$ cat config.mk
export PLATFORM = sky130hd
export DESIGN_NAME = slot_pwr_seq
export DESIGN_NICKNAME = d
export VERILOG_FILES = /design/src/rtl/slot_pwr_pkg.sv /design/src/rtl/sync_2ff.sv /design/src/rtl/slot_pwr_seq.sv
export SDC_FILE = /design/constraint.sdc
export NUM_CORES = 1
export LEC_CHECK = 0
export CAP_MARGIN = 20
export CORE_UTILIZATION = 50
export DETAILED_ROUTE_END_ITERATION = 10
export DONT_BUFFER_PORTS = 1
export GPL_ROUTABILITY_DRIVEN = 0
export HOLD_SLACK_MARGIN = 0.15
export MAX_ROUTING_LAYER = met4
export PLACE_DENSITY = 0.68
export SLEW_MARGIN = 20
export SYNTH_ARGS = -nofsm -noshare
export SYNTH_HDL_FRONTEND = slang
export SYNTH_SLANG_ARGS = --single-unit
$ cat constraint.sdc
create_clock -name clk_1k -period 2.86 [get_ports clk_1k]
set_clock_uncertainty 0.15 [all_clocks]
set_input_delay 0.572 -clock clk_1k [delete_from_list [all_inputs] [get_ports clk_1k]]
set_output_delay 0.572 -clock clk_1k [all_outputs]
set_load 0.01 [all_outputs]
$ cat src/rtl/slot_pwr_pkg.sv
// Shared state encodings, counter width and output decode for the slot power sequencer.
package slot_pwr_pkg;

  localparam int unsigned CNT_W = 16;
  localparam int unsigned ST_W  = 3;

  typedef enum logic [ST_W-1:0] {
    ST_IDLE       = 3'd0,
    ST_PWR_ON     = 3'd1,
    ST_PERST_WAIT = 3'd2,
    ST_RUN        = 3'd3,
    ST_PWR_OFF    = 3'd4,
    ST_FAULT      = 3'd5
  } state_e;

  typedef struct packed {
    logic pwr_en;
    logic perst_n;
    logic fault;
  } slot_out_t;

  // Output decode for a given state; unused encodings decode to all-off.
  function automatic slot_out_t state_outs(input state_e s);
    slot_out_t o;
    o = '0;
    case (s)
      ST_PWR_ON:     o.pwr_en = 1'b1;
      ST_PERST_WAIT: o.pwr_en = 1'b1;
      ST_RUN: begin
        o.pwr_en  = 1'b1;
        o.perst_n = 1'b1;
      end
      ST_FAULT:      o.fault = 1'b1;
      default:       o = '0;
    endcase
    return o;
  endfunction

endpackage

$ cat src/rtl/sync_2ff.sv
// Two-flop synchronizer for a single asynchronous level input.
module sync_2ff (
  input  logic clk,
  input  logic rst,
  input  logic d,
  output logic q
);

  logic meta;

  always_ff @(posedge clk) begin
    if (rst) begin
      meta <= 1'b0;
      q    <= 1'b0;
    end else begin
      meta <= d;
      q    <= meta;
    end
  end

endmodule

$ cat src/rtl/slot_pwr_seq.sv
// Slot power sequencer: power enable, power-good wait, PERST release, removal and fault handling.
// Optional auto-retry out of FAULT is enabled by defining SLOT_PWR_RETRY_EN.
module slot_pwr_seq
  import slot_pwr_pkg::*;
#(
  parameter int unsigned PG_TIMEOUT_MS = 100,
  parameter int unsigned PERST_DLY_MS  = 100,
  parameter int unsigned OFF_DLY_MS    = 20,
  parameter int unsigned RETRY_MS      = 1000
) (
  input  logic            clk_1k,
  input  logic            cpld_rst,
  input  logic            prsnt_db,
  input  logic            pwr_good,
  output logic            pwr_en,
  output logic            perst_n,
  output logic            fault,
  output logic [ST_W-1:0] state
);

  localparam logic [CNT_W-1:0] PG_LAST    = CNT_W'(PG_TIMEOUT_MS - 1);
  localparam logic [CNT_W-1:0] PERST_LAST = CNT_W'(PERST_DLY_MS - 1);
  localparam logic [CNT_W-1:0] OFF_LAST   = CNT_W'(OFF_DLY_MS - 1);
  localparam logic [CNT_W-1:0] RETRY_LAST = CNT_W'(RETRY_MS - 1);

`ifdef SLOT_PWR_RETRY_EN
  localparam bit RETRY_EN = 1'b1;
`else
  localparam bit RETRY_EN = 1'b0;
`endif

  state_e           cur;
  state_e           nxt;
  logic [CNT_W-1:0] cnt;
  logic             pg_s;
  slot_out_t        outs_d;

  sync_2ff u_pg_sync (
    .clk (clk_1k),
    .rst (cpld_rst),
    .d   (pwr_good),
    .q   (pg_s)
  );

  // State register; outputs are registered from the next-state decode so they
  // change on the same edge as the transition.
  always_ff @(posedge clk_1k) begin
    if (cpld_rst) begin
      cur     <= ST_IDLE;
      pwr_en  <= 1'b0;
      perst_n <= 1'b0;
      fault   <= 1'b0;
    end else begin
      cur     <= nxt;
      pwr_en  <= outs_d.pwr_en;
      perst_n <= outs_d.perst_n;
      fault   <= outs_d.fault;
    end
  end

  // Millisecond counter: restarts on every transition, saturates at all-ones.
  always_ff @(posedge clk_1k) begin
    if (cpld_rst) begin
      cnt <= '0;
    end else if (nxt != cur) begin
      cnt <= '0;
    end else if (cnt != '1) begin
      cnt <= cnt + CNT_W'(1);
    end
  end

  // Next-state logic; card removal outranks every power-good event.
  always_comb begin
    nxt = cur;
    case (cur)
      ST_IDLE: begin
        if (!prsnt_db) nxt = ST_PWR_ON;
      end
      ST_PWR_ON: begin
        if (prsnt_db)            nxt = ST_PWR_OFF;
        else if (pg_s)           nxt = ST_PERST_WAIT;
        else if (cnt == PG_LAST) nxt = ST_FAULT;
      end
      ST_PERST_WAIT: begin
        if (prsnt_db)               nxt = ST_PWR_OFF;
        else if (!pg_s)             nxt = ST_FAULT;
        else if (cnt == PERST_LAST) nxt = ST_RUN;
      end
      ST_RUN: begin
        if (prsnt_db)   nxt = ST_PWR_OFF;
        else if (!pg_s) nxt = ST_FAULT;
      end
      ST_PWR_OFF: begin
        if (cnt == OFF_LAST) nxt = ST_IDLE;
      end
      ST_FAULT: begin
        if (prsnt_db)                           nxt = ST_IDLE;
        else if (RETRY_EN && cnt == RETRY_LAST) nxt = ST_PWR_OFF;
      end
      default: nxt = ST_IDLE;
    endcase
  end

  // Output decode of the state being entered.
  always_comb begin
    outs_d = '0;
    outs_d = state_outs(nxt);
  end

  assign state = cur;

endmodule

==> impl_results.md <==
* CTS Buf Count at 3
* Adder-cell share of the synthesized area at 0.009911
* Finished Layout Cells at 174
* Post-place setup slack at 0.3508 ns
* Clock sinks at 24
* Total routed wirelength at 2.509 mm
* Tot GR Track Use at 0.2208
* Largest family of logic cells by synthesized area: simple AND/OR/NAND/NOR gates
* Post-Synth Simple-Gate Area at 0.3370
* Status: finished clean
* Post-Layout Inst Area at 1284 sq um
* Synthesized Nets at 152
* # nets final at 152
* Worst vdd ir at 0.2637 mV
* Initial Utilization at 0.5496
* Site Rows at 17
* Placed cells at 169
* Post-DP HPWL at 1.802 mm
* Via count at 1094
* Max clock buf depth at 2
* Max-Cap Viols at 0
* Die width at 52.25 microns
* Drt wl/cell at 14.42 microns
* Synthesized instance count at 147
* Final period util at 0.8861
* Asr flop ratio synth at 0
* Yosys warns at 0
* Syn Std Cell Area at 1262 sq um
* Slowest cell on crit path: dfxtp_1
* Final setup viols at 0
* Final worst setup slack at 0.3257 ns
* Core area at 2297 sq um
* Worst EP required at 2.93 ns
* Die ar. at 2730 sq um
* Peak Freq at 0.3946 GHz
* CP Capture Type: flip-flop
* Largest net degree at the start of global routing at 14
* Vias in the first global route at 1006
* Crit path max fanout at 9
* Num ports at 10
* Hold Path Class: in2reg
* Residual DRC at 0
* Vias/cell at 6.287
* Relative slew slack at 0.7043
* CTS resizes at 0
* CTS root buffer: clkbuf_4
* Final Hold Viols at 0
* CTS tree: yes
* Drt first pass iters at 4
* Initial antenna violation count at 0
* Number of synthesized flops with an enable pin at 0
* Worst Setup Start Kind: flip-flop
* CTS H-tree depth at 1
* Share of layout cells above drive strength 1 at 0.08219
* ANT cells at 0
* CP Class: reg2reg
* Clock Latency Late Sink at 0.31 ns
* Netlist cell types at 45
* Post-synthesis mux area share at 0.02379
* First-pass GRT wire length at 4.353 mm
* Main synth FF type: dfxtp_1
* Post-DRT Antenna Nets at 0
* Cell Chain, Critical Path: ha_1, nor4b_1, nand2_1, nor4_1, a211o_1, buf_4, nor3_1
* Power Density at 442.3 nW/um^2
* Post-synthesis compound-gate area fraction at 0.1477
* Max Slew Vio Count at 0
* Reg clk slew, reported paths at 0.13 ns
* Area grow syn2layout at 1.685%
* Number of buffers added on ports at 0
* Unrepaired setup endpoints after global routing: no
* Post-synthesis xor/xnor area fraction at 0.04163
* Min Clock Period, post-route at 2.534 ns
* Initial drt markers at 39
* Placed cell area at 1237 sq um
* Syn_area_per_cell at 8.588 sq um
* DIE HEIGHT at 52.25 microns
* Leak at 0.4328 nW
* Tightest Pin Transition at 0.4396 ns
* Biggest cell delay along the critical path at 0.45 ns
* Worst Path Arrival at 2.60 ns
* Sequential cell area fraction in the yosys report at 0.3806
* Synthesized flop and latch total at 24
* Final setup TNS at 0 ns
* Grt total ovfl at 0
==> final timing paths <==
path	from	to	cells past startpoint	slack [ns]
hold reg to reg	u_pg_sync.meta	u_pg_sync.q	1	0.31
setup / recovery	cnt[0]	cnt[13]	7	0.33
setup reg to reg	cnt[0]	cnt[13]	7	0.33
hold / removal	cpld_rst	u_pg_sync.q	1	0.16
==> timing repair <==
item / in CTS / in global routing
setup buffers: 0 / 0
hold endpoints to repair: 0 / 3
hold buffers: 0 / 1
==> Yosys cell counts, types with 5 or more instances <==
cell	n	area, sq um
o21ai_0	5	25.02
nor3_1	10	50.05
nand3_1	10	50.05
nor2b_1	5	31.28
nor2_1	20	75.07
a21oi_1	5	25.02
nand4_1	6	37.54
dfxtp_1	24	480.5
nand2_1	8	30.03
xor2_1	5	43.79
==> cell type report <==
| class | count | area [sq um] |
|---|---|---|
| fill | 228 | 1013 |
| multi-input combinational | 114 | 706.9 |
| sequential | 24 | 480.5 |
| clock buffer | 4 | 36.28 |
| tap | 28 | 35.03 |
| timing repair buffer | 2 | 17.52 |
| inverter | 2 | 7.507 |
==> logic make-up after synthesis <==
kind of cell,count (synthesis)
AO/OA/AOI/OAI,25
AND/OR/NAND/NOR,79
XOR/XNOR,6
multiplexers,3
adder cells (fa/ha/maj),1
flip-flops,24
buffers and inverters,9
==> power breakdown <==
group | switching [mW] | internal, mW | total (mW)
Combinational | 0.0217 | 0.0184 | 0.0400
Sequential | 0.0104 | 0.341 | 0.351
Clock | 0.0988 | 0.0778 | 0.177
==> worst max-delay path: cells and delay by family (launching register included) <==
family | cells | cell delay (ns)
buffers and inverters | 1 | 0.22
DFF | 1 | 0.45
AOI/OAI and AO/OA | 1 | 0.35
adders and majority gates | 1 | 0.28
and+or+nand+nor | 4 | 0.99
==> stage by stage <==
stage / util / power [mW] / hold WS [ns]
floorplan: - / 0.3901 / 0.2638
finish: 0.5588 / 0.5678 / 0.1637
CTS: 0.5545 / 0.5706 / 0.1541
detailed placement: 0.5387 / 0.3961 / 0.2915
global placement: 0.5387 / 0.3953 / 0.2671
global route: 0.5588 / 0.5909 / 0.1524
==> flip-flops by register name, summed over array words and instances (netlist names) <==
name / flops
u_pg_sync.meta: 1
pwr_en: 1
u_pg_sync.q: 1
perst_n: 1
cnt: 16
state: 3
fault: 1
==> routing by layer <==
layer	track usage	up-vias	share of wire
li1	-	537	-
met4	0.07895	0	0.0068
met2	0.3675	45	0.48
met1	0.2740	508	0.46
met5	-	-	0
met3	0.02899	4	0.052
==> cell usage in the layout, fill, tap and decap left out, types with 3 or more instances in the layout <==
master    count
a211oi_1      3
a21oi_1       5
clkbuf_4      3
dfxtp_1      24
mux2i_1       3
nand2_1       8
nand3_1      10
nand4_1       6
nor2_1       20
nor2b_1       5
nor3_1       10
nor4_1        3
o21ai_0       5
xor2_1        5
No activity file was read; power rests on OpenSTA's default activity.
